$ cat config.mk
export PLATFORM = sky130hd
export DESIGN_NAME = mem_wb_pipe_latch_flat
export DESIGN_NICKNAME = d
export VERILOG_FILES = /design/src/rtl/mem_wb_pipe_latch_if.sv /design/src/rtl/mem_wb_pipe_latch.sv /design/src/flat_wrapper.sv
export SDC_FILE = /design/constraint.sdc
export NUM_CORES = 1
export LEC_CHECK = 0
export CELL_PAD_IN_SITES_DETAIL_PLACEMENT = 1
export CELL_PAD_IN_SITES_GLOBAL_PLACEMENT = 1
export CORE_UTILIZATION = 30
export DETAILED_ROUTE_END_ITERATION = 10
export GPL_ROUTABILITY_DRIVEN = 0
export PLACE_DENSITY_LB_ADDON = 0.1
export SLEW_MARGIN = 20
export SYNTH_ARGS = -nofsm -noshare
export SYNTH_HDL_FRONTEND = slang
export SYNTH_SLANG_ARGS = --single-unit
$ cat constraint.sdc
create_clock -name CLK -period 4.95 [get_ports CLK]
set_clock_uncertainty 0.2 [all_clocks]
set_input_delay 0.99 -clock CLK [delete_from_list [all_inputs] [get_ports CLK]]
set_output_delay 0.99 -clock CLK [all_outputs]
set_load 0.02 [all_outputs]
$ cat src/rtl/mem_wb_pipe_latch_if.sv
// ----------------------------------------------------------------------------
// mem_wb_pipe_latch_if
// Bundles the MEM/WB pipeline latch bus: advance/squash controls, the incoming
// instruction payload, the outgoing payload and the status/statistics outputs.
//   master : the upstream side driving the latch and observing its outputs
//   slave  : the latch itself
// DATA_W must match the DATA_W of the mem_wb_pipe_latch bound to this bus.
// ----------------------------------------------------------------------------
interface mem_wb_pipe_latch_if #(
    parameter int DATA_W = 32
);
    // Pipeline controls
    logic                  en;
    logic                  flush;
    logic                  dhit;

    // Incoming instruction
    logic                  in_valid;
    logic [5:0]            in_ctrl;   // {datomic, MemtoReg, JAL, Jump, halt, regWEN}
    logic [4:0]            in_wsel;
    logic [3*DATA_W-1:0]   in_word;   // {pc_plus_4, portout, jaddr}
    logic [DATA_W-1:0]     in_dload;

    // Outgoing instruction (last stage)
    logic                  out_valid;
    logic [5:0]            out_ctrl;
    logic [4:0]            out_wsel;
    logic [3*DATA_W-1:0]   out_word;
    logic [DATA_W-1:0]     out_dload;

    // Status and statistics
    logic                  out_halt;
    logic [2:0]            occupancy;
    logic [15:0]           stall_cnt;
    logic [15:0]           flush_cnt;

    modport master (
        output en, flush, dhit,
        output in_valid, in_ctrl, in_wsel, in_word, in_dload,
        input  out_valid, out_ctrl, out_wsel, out_word, out_dload,
        input  out_halt, occupancy, stall_cnt, flush_cnt
    );

    modport slave (
        input  en, flush, dhit,
        input  in_valid, in_ctrl, in_wsel, in_word, in_dload,
        output out_valid, out_ctrl, out_wsel, out_word, out_dload,
        output out_halt, occupancy, stall_cnt, flush_cnt
    );
endinterface

$ cat src/rtl/mem_wb_pipe_latch.sv
// ----------------------------------------------------------------------------
// mem_wb_pipe_latch
// MEM/WB pipeline register of DEPTH stages (1..4). Each enabled edge shifts the
// instruction one stage; flush squashes valid/ctrl of every stage while keeping
// the payload; a stalled stage 0 can still capture late load data on a cache
// hit. Outputs come from the last stage with ctrl masked on bubbles.
// out_halt is sticky until reset.
//
// Optional feature: define MEMLATCH_STATS_EN to build saturating 16-bit
// stall/flush event counters; otherwise stall_cnt/flush_cnt are tied to 0 and
// no counter registers exist.
// ----------------------------------------------------------------------------
module mem_wb_pipe_latch #(
    parameter int DATA_W = 32,
    parameter int DEPTH  = 1
) (
    input  logic               CLK,
    input  logic               RST,
    mem_wb_pipe_latch_if.slave bus
);

    // ------------------------------------------------------------------------
    // Parameter legality
    // ------------------------------------------------------------------------
    if (DEPTH < 1 || DEPTH > 4) begin : g_bad_depth
        $error("mem_wb_pipe_latch: DEPTH=%0d outside legal range 1..4", DEPTH);
    end

    localparam int LAST          = DEPTH - 1;
    localparam int CTRL_HALT     = 1;
    localparam int CTRL_MEMTOREG = 4;

    // One pipeline stage worth of state
    typedef struct packed {
        logic                valid;
        logic [5:0]          ctrl;
        logic [4:0]          wsel;
        logic [3*DATA_W-1:0] word;
        logic [DATA_W-1:0]   dload;
    } stage_t;

    stage_t     stage_q [DEPTH];
    stage_t     stage_d [DEPTH];
    logic       halt_q;
    logic       halt_d;
    logic [2:0] occ_count;

    // ------------------------------------------------------------------------
    // Stage next-state: flush beats advance, advance beats stall capture
    // ------------------------------------------------------------------------
    // NOTE: every stage_d field is given its hold value first, so no path
    // through this block leaves a bit unassigned and no latch is inferred.
    always_comb begin
        for (int i = 0; i < DEPTH; i++) begin
            stage_d[i] = stage_q[i];
        end

        if (bus.flush) begin
            // Squash: kill valid and ctrl everywhere, payload stays put
            for (int i = 0; i < DEPTH; i++) begin
                stage_d[i].valid = 1'b0;
                stage_d[i].ctrl  = '0;
            end
        end else if (bus.en) begin
            // Advance: stage 0 takes the new instruction, others shift down
            stage_d[0].valid = bus.in_valid;
            stage_d[0].ctrl  = bus.in_ctrl;
            stage_d[0].wsel  = bus.in_wsel;
            stage_d[0].word  = bus.in_word;
            stage_d[0].dload = bus.in_dload;
            for (int i = 1; i < DEPTH; i++) begin
                stage_d[i] = stage_q[i-1];
            end
        end else if (bus.dhit && stage_q[0].valid && stage_q[0].ctrl[CTRL_MEMTOREG]) begin
            // Stalled: a load parked in stage 0 picks up its late cache data
            stage_d[0].dload = bus.in_dload;
        end
    end

    // ------------------------------------------------------------------------
    // Stage registers
    // ------------------------------------------------------------------------
    // NOTE: the whole stage array, payload included, is reset so that a
    // freshly reset latch presents all-zero outputs rather than stale data.
    always_ff @(posedge CLK or posedge RST) begin
        if (RST) begin
            for (int i = 0; i < DEPTH; i++) begin
                stage_q[i] <= '0;
            end
        end else begin
            // NOTE: non-blocking assignment keeps every stage sampling the
            // pre-edge value of its neighbour, which is what makes it a shift.
            stage_q <= stage_d;
        end
    end

    // ------------------------------------------------------------------------
    // Sticky halt: set once a valid halt sits in the last stage
    // ------------------------------------------------------------------------
    always_comb begin
        halt_d = halt_q | (stage_d[LAST].valid & stage_d[LAST].ctrl[CTRL_HALT]);
    end

    // Halt flag register, cleared only by reset
    always_ff @(posedge CLK or posedge RST) begin
        if (RST) begin
            halt_q <= 1'b0;
        end else begin
            halt_q <= halt_d;
        end
    end

    // ------------------------------------------------------------------------
    // Occupancy: population count of the stage valid bits
    // ------------------------------------------------------------------------
    always_comb begin
        occ_count = '0;
        for (int i = 0; i < DEPTH; i++) begin
            occ_count = occ_count + 3'(stage_q[i].valid);
        end
    end

    // ------------------------------------------------------------------------
    // Outputs from the last stage; bubbles never carry control
    // ------------------------------------------------------------------------
    assign bus.out_valid = stage_q[LAST].valid;
    assign bus.out_ctrl  = stage_q[LAST].valid ? stage_q[LAST].ctrl : 6'd0;
    assign bus.out_wsel  = stage_q[LAST].wsel;
    assign bus.out_word  = stage_q[LAST].word;
    assign bus.out_dload = stage_q[LAST].dload;
    assign bus.out_halt  = halt_q;
    assign bus.occupancy = occ_count;

    // ------------------------------------------------------------------------
    // Event statistics
    // ------------------------------------------------------------------------
`ifdef MEMLATCH_STATS_EN
    logic [15:0] stall_cnt_q;
    logic [15:0] stall_cnt_d;
    logic [15:0] flush_cnt_q;
    logic [15:0] flush_cnt_d;

    // Saturating counters: flush edges, and stalled edges with work in flight
    always_comb begin
        stall_cnt_d = stall_cnt_q;
        flush_cnt_d = flush_cnt_q;
        if (bus.flush) begin
            if (flush_cnt_q != 16'hFFFF) begin
                flush_cnt_d = flush_cnt_q + 16'd1;
            end
        end else if (!bus.en && occ_count != 3'd0) begin
            if (stall_cnt_q != 16'hFFFF) begin
                stall_cnt_d = stall_cnt_q + 16'd1;
            end
        end
    end

    // Counter registers
    always_ff @(posedge CLK or posedge RST) begin
        if (RST) begin
            stall_cnt_q <= '0;
            flush_cnt_q <= '0;
        end else begin
            stall_cnt_q <= stall_cnt_d;
            flush_cnt_q <= flush_cnt_d;
        end
    end

    assign bus.stall_cnt = stall_cnt_q;
    assign bus.flush_cnt = flush_cnt_q;
`else
    assign bus.stall_cnt = 16'd0;
    assign bus.flush_cnt = 16'd0;
`endif

endmodule

$ cat src/flat_wrapper.sv
// flat-port wrapper written by rule: the top's interface ports become plain ports
module mem_wb_pipe_latch_flat 
#(
    parameter int DATA_W = 32,
    parameter int DEPTH  = 1
)
  (CLK, RST, bus_en, bus_flush, bus_dhit, bus_in_valid, bus_in_ctrl, bus_in_wsel, bus_in_word, bus_in_dload, bus_out_valid, bus_out_ctrl, bus_out_wsel, bus_out_word, bus_out_dload, bus_out_halt, bus_occupancy, bus_stall_cnt, bus_flush_cnt);
  mem_wb_pipe_latch_if #(.DATA_W(DATA_W)) bus_i ();
  input  logic CLK;
  input  logic RST;
  input wire logic [$bits(bus_i.en)-1:0] bus_en;
  input wire logic [$bits(bus_i.flush)-1:0] bus_flush;
  input wire logic [$bits(bus_i.dhit)-1:0] bus_dhit;
  input wire logic [$bits(bus_i.in_valid)-1:0] bus_in_valid;
  input wire logic [$bits(bus_i.in_ctrl)-1:0] bus_in_ctrl;
  input wire logic [$bits(bus_i.in_wsel)-1:0] bus_in_wsel;
  input wire logic [$bits(bus_i.in_word)-1:0] bus_in_word;
  input wire logic [$bits(bus_i.in_dload)-1:0] bus_in_dload;
  output wire logic [$bits(bus_i.out_valid)-1:0] bus_out_valid;
  output wire logic [$bits(bus_i.out_ctrl)-1:0] bus_out_ctrl;
  output wire logic [$bits(bus_i.out_wsel)-1:0] bus_out_wsel;
  output wire logic [$bits(bus_i.out_word)-1:0] bus_out_word;
  output wire logic [$bits(bus_i.out_dload)-1:0] bus_out_dload;
  output wire logic [$bits(bus_i.out_halt)-1:0] bus_out_halt;
  output wire logic [$bits(bus_i.occupancy)-1:0] bus_occupancy;
  output wire logic [$bits(bus_i.stall_cnt)-1:0] bus_stall_cnt;
  output wire logic [$bits(bus_i.flush_cnt)-1:0] bus_flush_cnt;
  assign bus_i.en = bus_en;
  assign bus_i.flush = bus_flush;
  assign bus_i.dhit = bus_dhit;
  assign bus_i.in_valid = bus_in_valid;
  assign bus_i.in_ctrl = bus_in_ctrl;
  assign bus_i.in_wsel = bus_in_wsel;
  assign bus_i.in_word = bus_in_word;
  assign bus_i.in_dload = bus_in_dload;
  assign bus_out_valid = bus_i.out_valid;
  assign bus_out_ctrl = bus_i.out_ctrl;
  assign bus_out_wsel = bus_i.out_wsel;
  assign bus_out_word = bus_i.out_word;
  assign bus_out_dload = bus_i.out_dload;
  assign bus_out_halt = bus_i.out_halt;
  assign bus_occupancy = bus_i.occupancy;
  assign bus_stall_cnt = bus_i.stall_cnt;
  assign bus_flush_cnt = bus_i.flush_cnt;
  mem_wb_pipe_latch #(.DATA_W(DATA_W), .DEPTH(DEPTH)) u_core (.CLK(CLK), .RST(RST), .bus(bus_i));
endmodule
==> impl_metrics.toml, run 1 <==
[outcome]
status = "finished clean"

[cells_and_area]
fin_nets = 788
finalCoreUtilization_pct = 41.1
multiInputGateArea_um2 = 2250
fillCellCount = 2406
design_area_um2 = 9650
syn_to_final_growth_pct = 34.4
regArea_um2 = 3530
drive_gt1_share_pct = 26.1
instances_no_fill = 976

[clock_network]
root_buffer = "clkbuf_16"
cts.clk_slew.worst_paths_ns = 0.06
holdBufCountCts = 0
cts_resized = 0
tritoncts = "done"
postCtsSetupRepairBufs = 0
worstSkewPairLatency_ns = 0.41
ctsLongestPathBuffers = 2
cts_buffers = 17
cts.htree.levels = 4
cts.sinks = 141

[power_and_ir_drop]
p_total_w = 0.00362
powerDensity_nw_per_um2 = 375
vdd_drop_max_mv = 0.152
p_leak_nw = 4.20

[job]
cap_violations = 0

[global_routing]
antenna_found_initial = 0
grt_pass1_wl_mm = 26.2
grt_usage_pct = 14.2
grt_max_degree = 142
first_global_vias = 4452
gr-total-overflow = 0

[worst_setup_path]
crit_fanout = 23
crit_path_start_kind = "input port"
critPathArrivalTime_ns = 3.30
required_ns = 5.04
end_kind = "flop"
crit_type = "input port to flop"

[synth]
syn_area_um2 = 7180
ys_seq_elements = 141
synth-compound-area-share_pct = 0.279
yosysMostFrequentCell = "buf_4"
yosys-top-cells-count = "buf_4 (169), dfrtp_1 (141), mux2_4 (120), mux2_2 (13), buf_12 (10)"
yosys.area_share.simple_pct = 1.24
syn_avg_cell_area_um2 = 14.8
synth_xor_area_share_pct = 0
ys_types = 16
synth_top_family_by_area = "multiplexers"
muxShareOfSynthArea_pct = 28.1
seq_area_frac_synth_pct = 49.1
yosysWarnings = 0
synth-edff-count = 0
async_reset_ff_share_pct = 100
synthCells = 484
synth_largest_area_cell = "dfrtp_1"
synthTopCellsByArea = "dfrtp_1 (49%), mux2_4 (25%), buf_4 (18%)"
synth_fa_ha_area_share_pct = 0
synth_ff_type = "dfrtp_1"
yosysTopAreaCellShare_pct = 49.1

[timing]
slew_violations = 0
hold_viol_final = 0
fin_crit_ns = 3.21
totalNegativeSetupSlack_ns = 0
setup_viol = 0
fmax_ghz = 0.311
max_slew_margin_pct = 39.7
tightest_slew_ns = 0.902
grt_setup_unrepaired = "false"
period_share_pct = 64.9

[worst_hold_path]
min_path_type = "flop to flop"

[place]
placed_cells = 943
post-dp-hpwl_mm = 12.1
port_buffers = 286
placed_area_um2 = 9130

[floorplanning]
start_util_pct = 30.6
die-area_um2 = 24600
die_x_um = 157
die_y_um = 157
coreArea_um2 = 23500
rows = 56
io-pin-count = 321

[routing]
viasPerCell = 3.97
first_pass_iters = 4
num_vias = 3877
drt_iter0_markers = 109
wl_per_cell_um = 17.1
wirelength_mm = 16.7
post-route-drc-count = 0
drtAntennaViolNets = 0
## flip-flops by register name, summed over array words and instances (netlist names)
signal and count:
u_core.stage_q 6, u_core.bus.out_dload 32, u_core.bus.out_wsel 5, u_core.bus.out_valid 1, u_core.bus.out_halt 1, u_core.bus.out_word 96
## cell usage in the layout (no fill, tap or decap)
cell / count
diode_2: 1
dfrtp_1: 141
nor2_1: 7
and2_1: 6
a31oi_2: 1
mux2i_1: 7
inv_6: 4
conb_1: 34
nor2b_4: 1
mux2_4: 120
nor2_4: 1
buf_12: 3
clkinv_2: 3
buf_4: 2
a21o_1: 1
clkbuf_1: 3
mux2_2: 13
clkbuf_16: 17
clkinvlp_4: 6
clkdlybuf4s50_1: 286
## power by group
part	internal, W	switching, W	total [W]
Combinational	0.000601	0.000444	0.00105
Clock	0.000644	0.000515	0.00116
Sequential	0.00132	0.0000999	0.00142
Total	0.00257	0.00106	0.00362
## through the flow
stage	worst slack, ns	hold WS [ns]
after floorplan	2.00	0.278
after global placement	1.34	0.247
after detailed placement	1.27	0.286
after CTS	1.71	0.297
after global routing	1.61	0.324
final	1.74	0.294
## per-layer routing
metal / share of wire [%] / track usage (%)
met1: 40 / 17.0
met4: 1.9 / 5.46
met5: 0 / 0
met3: 8.9 / 5.57
met2: 49 / 23.0
## critical path, stage by stage
cell and delay (ns):
clkdlybuf4s50_1 0.81, a31oi_2 0.10, nor2_4 0.71, buf_4 0.36, mux2_4 0.32
## cells by family (layout without fill, tap and decap cells)
logic type | after synthesis | in the layout
AO/OA/AOI/OAI | 2 | 2
buffers and inverters | 185 | 324
flip-flops | 141 | 141
multiplexers | 140 | 140
other | 1 | 35
AND/OR/NAND/NOR | 15 | 15
## path summary, 6_finish.rpt
path	endpoint	cells past startpoint	from	slack, ns
min	u_core.bus.out_halt	1	u_core.bus.out_halt	0.29
max in group asynchronous	u_core.bus.out_word[69]	3	RST	3.00
max reg2reg	u_core.bus.out_dload[7]	4	u_core.bus.out_valid	2.53
max	u_core.bus.out_dload[7]	5	bus_en	1.74
min in group asynchronous	u_core.bus.out_dload[23]	3	RST	0.96
min reg2reg	u_core.bus.out_halt	1	u_core.bus.out_halt	0.29
## final cells by class
type                       count  area share [%]
tap                          319            4.13
clock inverter                12           0.907
inverter                       1          0.0778
sequential                   141            36.5
timing repair buffer         291            30.4
antenna                        1          0.0259
multi-input combinational    191            23.4
clock buffer                  20            4.52
Note: power is estimated with default switching activity, not from simulation.
==> run 2, diff against run 1 <==
Settings changed: CORE_UTILIZATION 30 to 33.
Clock period 4.95 ns to 3.3 ns, I/O delays scaled along.
==> impl_metrics.toml, run 2 (synthesized netlist as in run 1, its figures left out) <==
[place]
placed_area_um2 = 9110
post-dp-hpwl_mm = 11.9
port_buffers = 286
place_ws_ns = 0.763

[power_and_ir_drop]
switching_share_pct = 26.9
vdd_drop_max_mv = 0.319
clockPowerShare_pct = 36.2
p_seq_share_pct = 36.7
pwr-share-comb_pct = 27.1
powerDensity_nw_per_um2 = 594
p_sw_w = 0.00156
p_total_w = 0.00579
p_leak_nw = 4.29
intPower_w = 0.00424

[worst_setup_path]
crit_chain = "and2_1, clkdlybuf4s50_1"
crit_family = "buffers and inverters"
r2r_slack_ns = 1.49
critical-path-max-stage-delay_ns = 0.65
crit_fanout = 10
critPathArrivalTime_ns = 1.83
crit_type = "flop to output port"
required_ns = 2.44
end_kind = "output port"
cp_slowest_cell = "clkdlybuf4s50_1"
worst-path-buf-inv = 1
crit_path_start_kind = "flop"

[timing]
fin_ws_ns = 0.614
totalNegativeSetupSlack_ns = 0
tightest_slew_ns = 0.556
max_slew_margin_pct = 63.0
slew_violations = 0
fin_crit_ns = 2.69
setup_viol = 0
fmax_ghz = 0.372
grt_setup_unrepaired = "false"
hold_viol_final = 0
period_share_pct = 81.4

[routing]
wirelength_mm = 16.4
num_vias = 3828
post-route-drc-count = 0
wl_per_cell_um = 17.6
drtAntennaViolNets = 0
drt_iter0_markers = 111
first_pass_iters = 4
viasPerCell = 4.10

[global_routing]
antenna_found_initial = 0
gr-total-overflow = 0
grt_max_degree = 72
use_met3_pct = 4.94
first_global_vias = 4152
grt_pass1_wl_mm = 24.9
grtUsageMet1_pct = 18.5
grt_usage_pct = 14.9
grtUsageMet2_pct = 24.3
grt-busiest-layer = "met2"

[clock_network]
worstSkewPairLatency_ns = 0.41
cts.sinks = 141
cts.htree.levels = 4
holdBufCountCts = 0
ctsLongestPathBuffers = 2
cts.clk_slew.worst_paths_ns = 0.06
postCtsSetupRepairBufs = 0
cts_resized = 0
root_buffer = "clkbuf_16"
tritoncts = "done"
cts_buffers = 17

[cells_and_area]
largest_register_ffs = 96
regArea_um2 = 3530
fin_nets = 790
mostFrequentLayoutCells = "clkdlybuf4s50_1 (286), dfrtp_1 (141), mux2_4 (120), conb_1 (34), clkbuf_16 (17)"
final_common_cell = "clkdlybuf4s50_1"
drive_gt1_share_pct = 26.4
finalCoreUtilization_pct = 46.1
fillCellCount = 2115
multiInputGateArea_um2 = 2250
design_area_um2 = 9760
syn_to_final_growth_pct = 35.9
insertedDiodeCount = 0

[job]
cap_violations = 0

[floorplanning]
die-area_um2 = 22400
start_util_pct = 34.0
die_x_um = 150
coreArea_um2 = 21200
die_y_um = 150
rows = 53
io-pin-count = 321

[worst_hold_path]
min_path_type = "flop to flop"

[outcome]
status = "finished clean"
[run 2: power by group through the flow]
stage / sequential, W / combinational (W) / clock, W
final: 0.00213 / 0.00157 / 0.00210
after global routing: 0.00216 / 0.00165 / 0.00225
after CTS: 0.00213 / 0.00159 / 0.00217
after detailed placement: 0.00215 / 0.00158 / 0
after global placement: 0.00215 / 0.00157 / 0
after floorplan: 0.00211 / 0.00122 / 0
[run 2: worst paths after layout]
path,start,cells after the start,end
worst max register to register,u_core.bus.out_valid,4,u_core.bus.out_dload[29]
worst max-delay path,u_core.bus.out_valid,2,bus_out_ctrl[5]
worst min-delay path,u_core.bus.out_halt,1,u_core.bus.out_halt
max in group asynchronous,RST,3,u_core.stage_q[136]
min in group asynchronous,RST,3,u_core.bus.out_word[79]
worst min register to register,u_core.bus.out_halt,1,u_core.bus.out_halt
[run 2: layout make-up]
| type | instances | share of cell area (%) |
|---|---|---|
| timing repair buffer | 293 | 30.5 |
| sequential | 141 | 36.2 |
| clock buffer | 19 | 4.44 |
| multi-input combinational | 191 | 23.1 |
| clock inverter | 13 | 2.18 |
| tap | 275 | 3.53 |
| inverter | 1 | 0.0769 |
[run 2: stage by stage]
stage          cells  hold WS [ns]
3_5_place_dp     901         0.257
5_1_grt          933         0.322
4_1_cts          933         0.283
2_1_floorplan    517         0.278
3_3_place_gp     901         0.253
6_report         933         0.276
[run 2: routing by layer]
layer | share of wire (%) | vias up | wire, um
met2 | 49 | 174 | 8010
li1 | - | 1727 | -
met3 | 9.2 | 16 | 1510
met5 | 0 | - | 0
met1 | 41 | 1911 | 6670
met4 | 1.4 | 0 | 223
==> run 3, diff against run 2 <==
Settings changed: CORE_UTILIZATION 33 to 30.
Clock period 3.3 ns to 2.4 ns, I/O delays scaled along.
==> impl_metrics.toml, run 3 (synthesized netlist as in run 1, its figures left out) <==
[worst_setup_path]
cp_slowest_cell = "clkdlybuf4s50_1"
required_ns = 1.72
critPathArrivalTime_ns = 1.52
crit_type = "flop to output port"
crit_chain = "clkdlybuf4s50_1"
worst-path-buf-inv = 1
crit_path_start_kind = "flop"
critical-path-max-stage-delay_ns = 0.64
end_kind = "output port"
crit_fanout = 10
crit_family = "buffers and inverters"

[cells_and_area]
drive_gt1_share_pct = 27.5
mostFrequentLayoutCells = "clkdlybuf4s50_1 (280), dfrtp_1 (140), mux2_4 (120), conb_1 (34), clkbuf_16 (17)"
fillCellCount = 2389
regArea_um2 = 3530
insertedDiodeCount = 0
syn_to_final_growth_pct = 38.2
final_common_cell = "clkdlybuf4s50_1"
multiInputGateArea_um2 = 2250
largest_register_ffs = 96
fin_nets = 797

[timing]
hold_viol_final = 0
fin_ws_ns = 0.202
slew_violations = 0
totalNegativeSetupSlack_ns = 0
grt_setup_unrepaired = "false"
period_share_pct = 91.6
fmax_ghz = 0.455
fin_crit_ns = 2.20
setup_viol = 0

[job]
cap_violations = 0

[clock_network]
cts.sinks = 141
tritoncts = "done"
cts.clk_slew.worst_paths_ns = 0.05
cts_buffers = 17
root_buffer = "clkbuf_16"
worstSkewPairLatency_ns = 0.41
cts.htree.levels = 4
ctsLongestPathBuffers = 2
holdBufCountCts = 0
postCtsSetupRepairBufs = 0

[power_and_ir_drop]
powerDensity_nw_per_um2 = 818
p_leak_nw = 4.40
vdd_drop_max_mv = 0.316

[place]
place_ws_ns = 0.0881
port_buffers = 286
post-dp-hpwl_mm = 12.6

[global_routing]
gr-total-overflow = 0
antenna_found_initial = 0
grt_usage_pct = 14.1
grt_pass1_wl_mm = 25.8
first_global_vias = 4350
grt_max_degree = 74

[routing]
drt_iter0_markers = 72
num_vias = 3860
drtAntennaViolNets = 0
post-route-drc-count = 0
first_pass_iters = 4
viasPerCell = 3.93
wl_per_cell_um = 17.3
wirelength_mm = 17.0

[outcome]
status = "finished clean"

[floorplanning]
start_util_pct = 30.6
rows = 56
die_x_um = 157
coreArea_um2 = 23500
die-area_um2 = 24600
io-pin-count = 321
die_y_um = 157

[worst_hold_path]
min_path_type = "flop to flop"
[run 3: cell count changes in the layout (fill, tap and decap cells not counted)]
cell	change
dfrtp_2	+1
bufinv_16	+1
buf_12	+3
dlymetal6s2s_1	+2
clkinvlp_4	+1
clkbuf_1	-2
dfrtp_1	-1
buf_4	+4
inv_6	-2
clkinv_4	-2
clkdlybuf4s50_1	-6
dlygate4sd2_1	+4
clkbuf_8	+2
[run 3: where the power goes]
part           leakage, nW  switching, W  internal (W)
combinational         2.41      0.000917       0.00126
clock                0.325       0.00103       0.00199
sequential            1.66      0.000200       0.00272
total                 4.40       0.00214       0.00598
[run 3: final timing paths]
path                                      startpoint                       end  cells past startpoint  slack (ns)
max in group asynchronous                        RST   u_core.bus.out_word[14]                      3        1.27
worst min register to register   u_core.bus.out_halt       u_core.bus.out_halt                      1        0.27
worst max-delay path            u_core.bus.out_valid             bus_out_valid                      1        0.20
worst min-delay path             u_core.bus.out_halt       u_core.bus.out_halt                      1        0.27
worst max register to register  u_core.bus.out_valid  u_core.bus.out_dload[24]                      4        0.76
min in group asynchronous                        RST       u_core.stage_q[133]                      3        0.35
[run 3: final cells by class]
class / instances / area share (%)
Sequential cell: 141 / 35.6
Timing Repair Buffer: 300 / 30.9
Multi-Input combinational cell: 191 / 22.7
Clock buffer: 19 / 4.56
Tap cell: 319 / 4.02
Clock inverter: 11 / 2.17
Inverter: 1 / 0.0756
[run 3: layer usage]
metal / share of wire, % / GRT usage, % / vias to the layer above
li1: - / - / 1731
met1: 40 / 16.1 / 1940
met2: 50 / 23.9 / 177
met3: 8.6 / 5.62 / 12
met4: 1.1 / 4.76 / 0
met5: 0 / 0 / -
[run 3: repair_timing]
item	4_1_cts	5_1_grt
endpoints found under the setup margin	6	2
cloned	0	0
pin swaps	0	0
gates resized for setup	5	2
[run 3: per-stage QoR]
stage | total power [W] | cells | util, % | cell area [um2] | hold slack, ns
finish | 0.00812 | 982 | 42.3 | 9930 | 0.271
floorplan | 0.00459 | 517 | - | 7310 | 0.278
detailed placement | 0.00516 | 952 | 39.4 | 9260 | 0.271
global route | 0.00848 | 982 | 42.3 | 9930 | 0.288
CTS | 0.00826 | 982 | 42.3 | 9920 | 0.281
global placement | 0.00513 | 952 | 39.4 | 9260 | 0.245
